===== src/rtl/ln_pkg.sv =====
// Shared definitions for the psum local network (LN).
//   lnk()         : flat index of PE/link (row i, column j) in an array of `cols` columns
//   link_ptr_bits : pointer width for a link FIFO of a given depth ($clog2(depth))
//   STATS_W       : width of the link transfer statistics counter
package ln_pkg;

  localparam int unsigned STATS_W = 16;

  function automatic int unsigned lnk(input int unsigned i, input int unsigned j,
                                      input int unsigned cols);
    return i * cols + j;
  endfunction

  function automatic int unsigned link_ptr_bits(input int unsigned depth);
    return (depth > 1) ? $clog2(depth) : 1;
  endfunction

endpackage


===== src/rtl/ln_link_fifo.sv =====
// Single-clock link FIFO carrying psums from one PE to the PE one row below.
// Registered storage with no fall-through: a push in cycle t shows at the head in t+1.
// full/empty depend only on occupancy, so push readiness never depends on pop.
// Ports:
//   clk, rst            : clock, synchronous active-high reset (flushes occupancy)
//   push, push_data     : write request and data; ignored while full
//   full                : occupancy == LINK_DEPTH
//   pop, head, empty    : read request, oldest entry, occupancy == 0
module ln_link_fifo
  import ln_pkg::*;
#(
  parameter int unsigned DATA_SIZE  = 32,
  parameter int unsigned LINK_DEPTH = 2
) (
  input  logic                 clk,
  input  logic                 rst,
  input  logic                 push,
  input  logic [DATA_SIZE-1:0] push_data,
  output logic                 full,
  input  logic                 pop,
  output logic [DATA_SIZE-1:0] head,
  output logic                 empty
);

  localparam int unsigned LINK_PTR_BITS = link_ptr_bits(LINK_DEPTH);
  localparam int unsigned CntW          = LINK_PTR_BITS + 1;

  logic [LINK_PTR_BITS-1:0] wptr_q, wptr_d, rptr_q, rptr_d;
  logic [CntW-1:0]          cnt_q, cnt_d;
  logic [DATA_SIZE-1:0]     mem_q [LINK_DEPTH];
  logic                     do_push, do_pop;

  assign full    = (cnt_q == CntW'(LINK_DEPTH));
  assign empty   = (cnt_q == '0);
  // A full FIFO refuses a push even when a pop happens in the same cycle.
  assign do_push = push && !full;
  assign do_pop  = pop && !empty;
  assign head    = mem_q[rptr_q];

  // Depth is a power of two, so pointers wrap by plain overflow.
  always_comb begin
    wptr_d = wptr_q + LINK_PTR_BITS'(do_push);
    rptr_d = rptr_q + LINK_PTR_BITS'(do_pop);
    cnt_d  = cnt_q + CntW'(do_push) - CntW'(do_pop);
  end

  always_ff @(posedge clk) begin
    if (rst) begin
      wptr_q <= '0;
      rptr_q <= '0;
      cnt_q  <= '0;
    end else begin
      wptr_q <= wptr_d;
      rptr_q <= rptr_d;
      cnt_q  <= cnt_d;
    end
  end

  // Storage is intentionally not reset; head is meaningless while empty.
  always_ff @(posedge clk) begin
    if (do_push) begin
      mem_q[wptr_q] <= push_data;
    end
  end

endmodule


===== src/rtl/psum_link_net.sv =====
// psum local network: routes each PE opsum either to the GON or through a buffered
// vertical link FIFO to the ipsum of the PE one row below (row 0 is the bottom row).
// Optional macro LN_STATS_EN: enables the saturating link transfer counter ln_xfer_cnt;
// when undefined the counter output is tied to zero.
// Ports:
//   clk, rst                       : clock, synchronous active-high reset
//   set_LN, LN_config_in           : load routing config (bit i: row i+1 feeds row i)
//   LN_busy                        : some link FIFO holds data
//   LN_cfg_err                     : set_LN refused because LN_busy was high
//   pe_opsum_valid/pe_opsum/ready  : PE opsum side
//   gon_ready/gon_valid            : GON handshake (GON reads data from pe_opsum)
//   gin_ipsum_valid/gin_ipsum/ready: GIN ipsum side (broadcast data)
//   pe_ipsum_valid/pe_ipsum/ready  : PE ipsum side
//   ln_xfer_cnt                    : total accepted link pushes
`ifndef NUMS_PE_ROW
`define NUMS_PE_ROW 3
`endif
`ifndef NUMS_PE_COL
`define NUMS_PE_COL 2
`endif
`ifndef DATA_BITS
`define DATA_BITS 32
`endif
module psum_link_net
  import ln_pkg::*;
#(
  parameter int unsigned NUMS_PE_ROW = `NUMS_PE_ROW,
  parameter int unsigned NUMS_PE_COL = `NUMS_PE_COL,
  parameter int unsigned DATA_SIZE   = `DATA_BITS,
  parameter int unsigned LINK_DEPTH  = 2
) (
  input  logic                                       clk,
  input  logic                                       rst,
  input  logic                                       set_LN,
  input  logic [NUMS_PE_ROW-2:0]                     LN_config_in,
  output logic                                       LN_busy,
  output logic                                       LN_cfg_err,
  input  logic [NUMS_PE_ROW*NUMS_PE_COL-1:0]         pe_opsum_valid,
  input  logic [DATA_SIZE*NUMS_PE_ROW*NUMS_PE_COL-1:0] pe_opsum,
  output logic [NUMS_PE_ROW*NUMS_PE_COL-1:0]         pe_opsum_ready,
  input  logic [NUMS_PE_ROW*NUMS_PE_COL-1:0]         gon_ready,
  output logic [NUMS_PE_ROW*NUMS_PE_COL-1:0]         gon_valid,
  input  logic [NUMS_PE_ROW*NUMS_PE_COL-1:0]         gin_ipsum_valid,
  input  logic [DATA_SIZE-1:0]                       gin_ipsum,
  output logic [NUMS_PE_ROW*NUMS_PE_COL-1:0]         gin_ipsum_ready,
  output logic [NUMS_PE_ROW*NUMS_PE_COL-1:0]         pe_ipsum_valid,
  output logic [DATA_SIZE*NUMS_PE_ROW*NUMS_PE_COL-1:0] pe_ipsum,
  input  logic [NUMS_PE_ROW*NUMS_PE_COL-1:0]         pe_ipsum_ready,
  output logic [STATS_W-1:0]                         ln_xfer_cnt
);

  localparam int unsigned R    = NUMS_PE_ROW;
  localparam int unsigned C    = NUMS_PE_COL;
  localparam int unsigned NLnk = (R - 1) * C;

  logic [R-2:0]          cfg_q, cfg_d;
  logic [NLnk-1:0]       lnk_push, lnk_pop, lnk_full, lnk_empty;
  logic [DATA_SIZE-1:0]  lnk_head [NLnk];

  // Row 0 opsum data only ever goes to the GON, which taps the bus directly.
  logic unused_row0_opsum;
  assign unused_row0_opsum = ^pe_opsum[C*DATA_SIZE-1:0];

  // Occupancy lives in registers, so busy reflects the state after the last edge.
  assign LN_busy    = |(~lnk_empty);
  assign LN_cfg_err = set_LN && LN_busy && !rst;

  // Reconfiguration is only allowed once every link has drained.
  always_comb begin
    cfg_d = cfg_q;
    if (set_LN && !LN_busy) begin
      cfg_d = LN_config_in;
    end
  end

  always_ff @(posedge clk) begin
    if (rst) begin
      cfg_q <= '0;
    end else begin
      cfg_q <= cfg_d;
    end
  end

  // Link (i,j): PE (i+1,j) -> PE (i,j); link index equals the sink PE index.
  for (genvar i = 0; i < R - 1; i++) begin : g_lnk_row
    for (genvar j = 0; j < C; j++) begin : g_lnk_col
      localparam int unsigned L   = lnk(i, j, C);
      localparam int unsigned Src = lnk(i + 1, j, C);

      assign lnk_push[L] = cfg_q[i] && pe_opsum_valid[Src] && !lnk_full[L];
      assign lnk_pop[L]  = cfg_q[i] && pe_ipsum_ready[L] && !lnk_empty[L];

      ln_link_fifo #(
        .DATA_SIZE (DATA_SIZE),
        .LINK_DEPTH(LINK_DEPTH)
      ) u_fifo (
        .clk      (clk),
        .rst      (rst),
        .push     (lnk_push[L]),
        .push_data(pe_opsum[Src*DATA_SIZE +: DATA_SIZE]),
        .full     (lnk_full[L]),
        .pop      (lnk_pop[L]),
        .head     (lnk_head[L]),
        .empty    (lnk_empty[L])
      );
    end
  end

  for (genvar r = 0; r < R; r++) begin : g_pe_row
    for (genvar c = 0; c < C; c++) begin : g_pe_col
      localparam int unsigned K = lnk(r, c, C);

      // Source side: rows above 0 may feed the link below instead of the GON.
      if (r >= 1) begin : g_src_lnk
        localparam int unsigned Ls = lnk(r - 1, c, C);
        assign pe_opsum_ready[K] = cfg_q[r-1] ? !lnk_full[Ls] : gon_ready[K];
        assign gon_valid[K]      = cfg_q[r-1] ? 1'b0 : pe_opsum_valid[K];
      end else begin : g_src_gon
        assign pe_opsum_ready[K] = gon_ready[K];
        assign gon_valid[K]      = pe_opsum_valid[K];
      end

      // Sink side: rows below the top may take ipsum from the link above.
      if (r <= R - 2) begin : g_snk_lnk
        assign pe_ipsum[K*DATA_SIZE +: DATA_SIZE] = cfg_q[r] ? lnk_head[K] : gin_ipsum;
        assign pe_ipsum_valid[K]  = cfg_q[r] ? !lnk_empty[K] : gin_ipsum_valid[K];
        assign gin_ipsum_ready[K] = cfg_q[r] ? 1'b0 : pe_ipsum_ready[K];
      end else begin : g_snk_gin
        assign pe_ipsum[K*DATA_SIZE +: DATA_SIZE] = gin_ipsum;
        assign pe_ipsum_valid[K]  = gin_ipsum_valid[K];
        assign gin_ipsum_ready[K] = pe_ipsum_ready[K];
      end
    end
  end

`ifdef LN_STATS_EN
  localparam int unsigned NPushW = $clog2(NLnk + 1);
  localparam int unsigned SumW   = STATS_W + 1;

  logic [STATS_W-1:0] xfer_q, xfer_d;
  logic [NPushW-1:0]  n_push;
  logic [SumW-1:0]    xfer_sum;

  // Several links can push in one cycle; add them all, then saturate.
  always_comb begin
    n_push = '0;
    for (int k = 0; k < NLnk; k++) begin
      n_push = n_push + NPushW'(lnk_push[k]);
    end
    xfer_sum = {1'b0, xfer_q} + SumW'(n_push);
    xfer_d   = xfer_sum[STATS_W] ? '1 : xfer_sum[STATS_W-1:0];
  end

  always_ff @(posedge clk) begin
    if (rst) begin
      xfer_q <= '0;
    end else begin
      xfer_q <= xfer_d;
    end
  end

  assign ln_xfer_cnt = xfer_q;
`else
  assign ln_xfer_cnt = '0;
`endif

endmodule


===== config.mk =====
export PLATFORM = sky130hd
export DESIGN_NAME = psum_link_net
export DESIGN_NICKNAME = d
export VERILOG_FILES = /design/src/rtl/ln_pkg.sv /design/src/rtl/ln_link_fifo.sv /design/src/rtl/psum_link_net.sv
export SDC_FILE = /design/constraint.sdc
export NUM_CORES = 1
export LEC_CHECK = 0
export ABC_CLOCK_PERIOD_IN_PS = 4560
export BUFFER_PORTS_ARGS = -buffer_cell sky130_fd_sc_hd__buf_4
export CAP_MARGIN = 20
export CORE_AREA = 2 2 192 194
export DETAILED_ROUTE_END_ITERATION = 8
export DIE_AREA = 0 0 194 196
export PLACE_DENSITY = 0.68
export SKIP_LAST_GASP = 1
export SYNTH_ARGS = -nofsm -noshare
export SYNTH_HDL_FRONTEND = slang
export SYNTH_SLANG_ARGS = --single-unit
export TNS_END_PERCENT = 100

===== constraint.sdc =====
create_clock -name clk -period 4.56 [get_ports clk]
set_input_delay 0.228 -clock clk [delete_from_list [all_inputs] [get_ports clk]]
set_output_delay 0.228 -clock clk [all_outputs]
set_load 0.02 [all_outputs]

# --- Yosys cells after proc, flatten, opt, wreduce, memory -nomap -nowiden ---
# Memories as Yosys holds them, arrays and structs flattened. A register that Yosys moved wholly into a read port is not among the register bits.
# Cells that the tools add are included.
word_totals:
  regBits: 18
  mem_bits_rw: 256
  out_inout_bits: 234
  elab_cells: 112
  mem_count: 4
op_classes:
  n_addsub: 16
  eq_ne: 4
  muxes: 32
  bitwise: 1
  reduce_logical: 42
memory_table:
  columns: ["name", "depth", "width", "read_ports", "rd_clocked_by_memory_dff", "wr", "line_no", "rtl"]
  rows:
  - ["g_lnk_row[0].g_lnk_col[0].u_fifo.mem_q", 2, 32, 1, 1, 1, "ln_link_fifo.sv:30", "logic [DATA_SIZE-1:0] mem_q [LINK_DEPTH];"]
  - ["g_lnk_row[0].g_lnk_col[1].u_fifo.mem_q", 2, 32, 1, 1, 1, "ln_link_fifo.sv:30", null]
  - ["g_lnk_row[1].g_lnk_col[0].u_fifo.mem_q", 2, 32, 1, 1, 1, "ln_link_fifo.sv:30", null]
  - ["g_lnk_row[1].g_lnk_col[1].u_fifo.mem_q", 2, 32, 1, 1, 1, "ln_link_fifo.sv:30", null]
op_table:
  columns: ["operator", "n"]
  rows:
  - ["$mux 32", 4]
  - ["$mux 1", 28]
  - ["$logic_and 1x1->1", 27]
  - ["$logic_not 1->1", 10]
  - ["$add 1x1->1", 8]
  - ["$add 2x1->2", 4]
  - ["$eq 2x2->1 const B", 4]
  - ["$logic_not 2->1", 4]
  - ["$sub 2x1->2", 4]
  - ["$not 4->4", 1]
  - ["$reduce_or 4->1", 1]

# --- Depth between registers and ports, before layout ---
logic_depth:
  word_depth: 6
  depth_mapped: 8
  ltp_nobuf: 8

# --- Cells and area by module ---
# A second synthesis with hierarchy kept.
hier_totals:
  hier_cells: 969
  hier_area_um2: 12764.7
by_module_without_submodules:
  columns: ["mod", "instances", "cells_each", "area_per_inst_um2"]
  rows:
  - ["ln_link_fifo", 4, 123, 2565.0]
  - ["psum_link_net", 1, 477, 2504.9]

# --- Least setup slack after synthesis ---
# Ideal clock, no wire load.
synth_timing:
  path_kind: "register to register"
  start: "register cfg_q[0]"
  end: "memory g_lnk_row[0].g_lnk_col[0].u_fifo.mem_q[1][0], enable pin"
  setup_ns: 0.392
  arrival_ns: 1.845
  required_time_ns: 4.168
  slack_ns: 2.323
  stages_incl_launch_ff: 6
  n_path_buf: 2
  synth_period_minus_slack_ns: 2.237
  path_cell_list: "dfxtp_1 buf_2 buf_2 nand2_1 a21oi_1 ha_1"
synth_via:
  elab_chain_cells: 5
synth_rtl:
  columns: ["item", "line_no", "rtl"]
  rows:
  - ["start, declared", "psum_link_net.sv:56", "logic [R-2:0] cfg_q, cfg_d;"]
  - ["start signal, assigned", "psum_link_net.sv:80", "cfg_q <= cfg_d;"]
  - ["$logic_and 1x1->1 (2 in a row)", "psum_link_net.sv:90", "assign lnk_push[L] = cfg_q[i] && pe_opsum_valid[Src] && !lnk_full[L];"]
  - ["$logic_and 1x1->1", "ln_link_fifo.sv:36", "assign do_push = push && !full;"]
  - ["$mux 1", "ln_link_fifo.sv:61", "if (do_push) begin"]
  - ["$mux 1 (implied by the code)", "ln_link_fifo.sv:62", "mem_q[wptr_q] <= push_data;"]
  - ["end, declared", "ln_link_fifo.sv:30", null]
# Every way passes these cells.

# --- Worst setup path after layout ---
layout_timing:
  start: "register cfg_q[1]"
  end: "output pe_ipsum[75]"
layout_via:
  elab_chain_cells: 1
layout_rtl:
  columns: ["item", "line_no", "rtl"]
  rows:
  - ["$mux 32", "psum_link_net.sv:125", "assign pe_ipsum[K*DATA_SIZE +: DATA_SIZE] = cfg_q[r] ? lnk_head[K] : gin_ipsum;"]
  - ["end, declared", "psum_link_net.sv:47", "output logic [DATA_SIZE*NUMS_PE_ROW*NUMS_PE_COL-1:0] pe_ipsum,"]
# Every way passes these cells.

==> impl_metrics.env <==
export IMPL_peakVddDrop_mv=0.261
export IMPL_synthArstFlopShare=0
export IMPL_cp_top_family="buffers and inverters"
export IMPL_grt_ovfl_total=0
export IMPL_cts_root_buf="clkbuf_16"
export IMPL_path_max_fanout=80
export IMPL_clk_pin_slew_worst_paths_ns=0.06
export IMPL_path_buf_inv=2
export IMPL_drtIter0Drc=440
export IMPL_tns_ns=0
export IMPL_hold_path_class="input port to flip-flop"
export IMPL_use_met3=0.0277
export IMPL_p_leak_nw=6.37
export IMPL_dr_pass1_iters=5
export IMPL_met2_usage=0.293
export IMPL_grt_pass1_vias=8435
export IMPL_finish_utilization=0.470
export IMPL_gr_usage_met1=0.228
export IMPL_holdBufCountCts=131
export IMPL_final_min_clock_period_ns=2.72
export IMPL_synth_area_per_cell_um2=14.0
export IMPL_start_util=0.328
export IMPL_grt_max_degree=81
export IMPL_rows=70
export IMPL_seq_area_frac_synth=0.680
export IMPL_clock_latency_ns=0.54
export IMPL_vias_per_cell=4.71
export IMPL_drc_errors=0
export IMPL_place_gp_congestion=0.963
export IMPL_area_growth_pct=43.1
export IMPL_finalCritPeriodShare=0.597
export IMPL_setup_worst_path_class="flip-flop to primary output"
export IMPL_synth_flop_cell="edfxtp_1"
export IMPL_synth_most_common_cell="edfxtp_1"
export IMPL_hold_violations=0
export IMPL_die_h_um=196
export IMPL_status="finished clean"
export IMPL_ys_types=25
export IMPL_grt_pass1_wl_mm=50.1
export IMPL_relSlewSlack=0.373
export IMPL_synth_largest_area_cell="edfxtp_1"
export IMPL_final_nets=1555
export IMPL_synth_area_top_cells="edfxtp_1 (65%), mux2i_1 (11%), buf_4 (6.3%), a21oi_1 (5.9%), dfxtp_1 (3.0%)"
export IMPL_cpMostUsedCell="buf_4"
export IMPL_max_clock_freq_ghz=0.367
export IMPL_max_clock_path_buffers=3
export IMPL_numPortBuffers=390
export IMPL_syn_area_mm2=0.0118
export IMPL_worst_path_max_delay_cell="buf_4"
export IMPL_cts_buffers=29
export IMPL_antenna_found_initial=1
export IMPL_yosysWarningCount=0
export IMPL_core_mm2=0.0361
export IMPL_report_final_slew_viol_count=0
export IMPL_design_area_mm2=0.0169
export IMPL_num_fill_cells=3140
export IMPL_max_stage_delay_ns=0.71
export IMPL_grtUsageTotal=0.174
export IMPL_routed_wirelength_mm=35.0
export IMPL_cts_tree="done"
export IMPL_synth_ff_latch_count=274
export IMPL_cellPowerDensity_mw_per_mm2=391
export IMPL_syn_inst=843
export IMPL_worst_pin_slew_ns=0.940
export IMPL_wl_per_cell_um=19.7
export IMPL_worstSetupStartpointType="flip-flop"
export IMPL_place_hpwl_mm=25.1
export IMPL_crit_required_ns=4.33
export IMPL_clock_sinks=274
export IMPL_holdWs_ns=0.0986
export IMPL_yosys_area_top_type_share=0.649
export IMPL_cap_violations=0
export IMPL_rsz0062_at_grt="no"
export IMPL_crit_chain="buf_4 > nor2_1 > a21oi_1 > buf_4"
export IMPL_ant_nets=0
export IMPL_dieArea_mm2=0.0380
export IMPL_busiest_layer="met2"
export IMPL_cts_setup_buffers=0
export IMPL_pin_count=487
export IMPL_synthTopCellsByCount="edfxtp_1 (256), a21oi_1 (140), mux2i_1 (130)"
export IMPL_vias=8380
export IMPL_placed_area_mm2=0.0146
export IMPL_critPathArrivalTime_ns=2.50
export IMPL_cts_htree_levels=1
export IMPL_clock_skew_ns=0.00916
export IMPL_synth_edf_count=256
export IMPL_final_layout_size_suffix_gt1_frac=0.351
export IMPL_die_width_um=194
export IMPL_crit_path_end_kind="primary output"
export IMPL_cts_resized=0
export IMPL_setup_viol=0
[cells by family after synthesis]
group / Yosys count / share of synthesized area
adders and majority gates: 16 / 0.0169
AOI/OAI and AO/OA: 148 / 0.0630
DFF: 274 / 0.680
buffers and inverters: 142 / 0.0793
other: 1 / 0.000317
and+or+nand+nor: 128 / 0.0481
xor gates and xnor gates: 4 / 0.00296
muxes: 130 / 0.110
[power breakdown]
part | switching (mW) | internal, mW | leakage (nW)
logic | 0.719 | 0.532 | 3.42
clock network | 0.964 | 1.53 | 0.489
registers | 0.0462 | 2.83 | 2.46
total | 1.73 | 4.89 | 6.37
[routing by layer]
layer / wire length [µm] / up-vias / share of wire
met1: 14600 / 4090 / 0.42
met4: 939 / 0 / 0.027
li1: - / 3904 / -
met2: 17400 / 313 / 0.50
met3: 2140 / 73 / 0.061
met5: 0 / - / 0
[metrics by stage]
| stage | power (mW) | cells | setup WS, ns |
|---|---|---|---|
| 6_report | 6.62 | 1780 | 1.84 |
| 5_1_grt | 6.86 | 1778 | 1.65 |
| 4_1_cts | 6.68 | 1776 | 1.79 |
| 3_5_place_dp | 4.08 | 1591 | 2.24 |
| 3_3_place_gp | 4.07 | 1591 | 2.31 |
| 2_1_floorplan | 3.56 | 858 | 2.32 |
[sequential cells by signal, summed over array words and instances (netlist names)]
signal / count
g_lnk_row.g_lnk_col.u_fifo.rptr_q: 4
cfg_q: 2
g_lnk_row.g_lnk_col.u_fifo.cnt_q: 8
g_lnk_row.g_lnk_col.u_fifo.mem_q: 256
g_lnk_row.g_lnk_col.u_fifo.wptr_q: 4
[cells in the final DEF (no fill, tap or decap), drive strengths merged, types with 7 or more instances in the layout]
cell type and count:
nor2b 12, ha 16, a21oi 140, conb 16, buf 396, clkbuf 36, inv 14, clkinv 7
nand2 8, nor2 88, mux2i 130, dfxtp 18, edfxtp 256, dlygate4sd3 131
[cell type report]
| type | instances | area (µm²) | area share |
|---|---|---|---|
| inverters | 12 | 45.0 | 0.00266 |
| well taps | 468 | 586 | 0.0346 |
| repair buffers | 527 | 4300 | 0.254 |
| clock buffers | 36 | 762 | 0.0450 |
| flip-flops and latches | 274 | 8060 | 0.476 |
| multi-input cells | 442 | 2930 | 0.173 |
| diodes | 3 | 7.51 | 0.000443 |
| clock inverters | 18 | 256 | 0.0151 |
[path summary, 6_finish.rpt]
| check | to | cells after the start | slack [ns] | start |
|---|---|---|---|---|
| worst max-delay path | pe_ipsum[75] | 4 | 1.84 | cfg_q[1] |
| worst min-delay path | g_lnk_row[0].g_lnk_col[1].u_fifo.rptr_q | 4 | 0.1 | pe_ipsum_ready[1] |
| worst max register to register | g_lnk_row[0].g_lnk_col[0].u_fifo.mem_q[1][8] | 3 | 2.27 | cfg_q[0] |
| worst min register to register | g_lnk_row[0].g_lnk_col[0].u_fifo.cnt_q[1] | 2 | 0.56 | g_lnk_row[0].g_lnk_col[0].u_fifo.cnt_q[1] |
[worst register-to-register path: stages, from the launching register on]
cell and delay (ns):
dfxtp_4 0.62, nand2_1 0.12, a21oi_1 0.30, ha_2 0.85
Note: power is estimated with default switching activity, not from simulation.
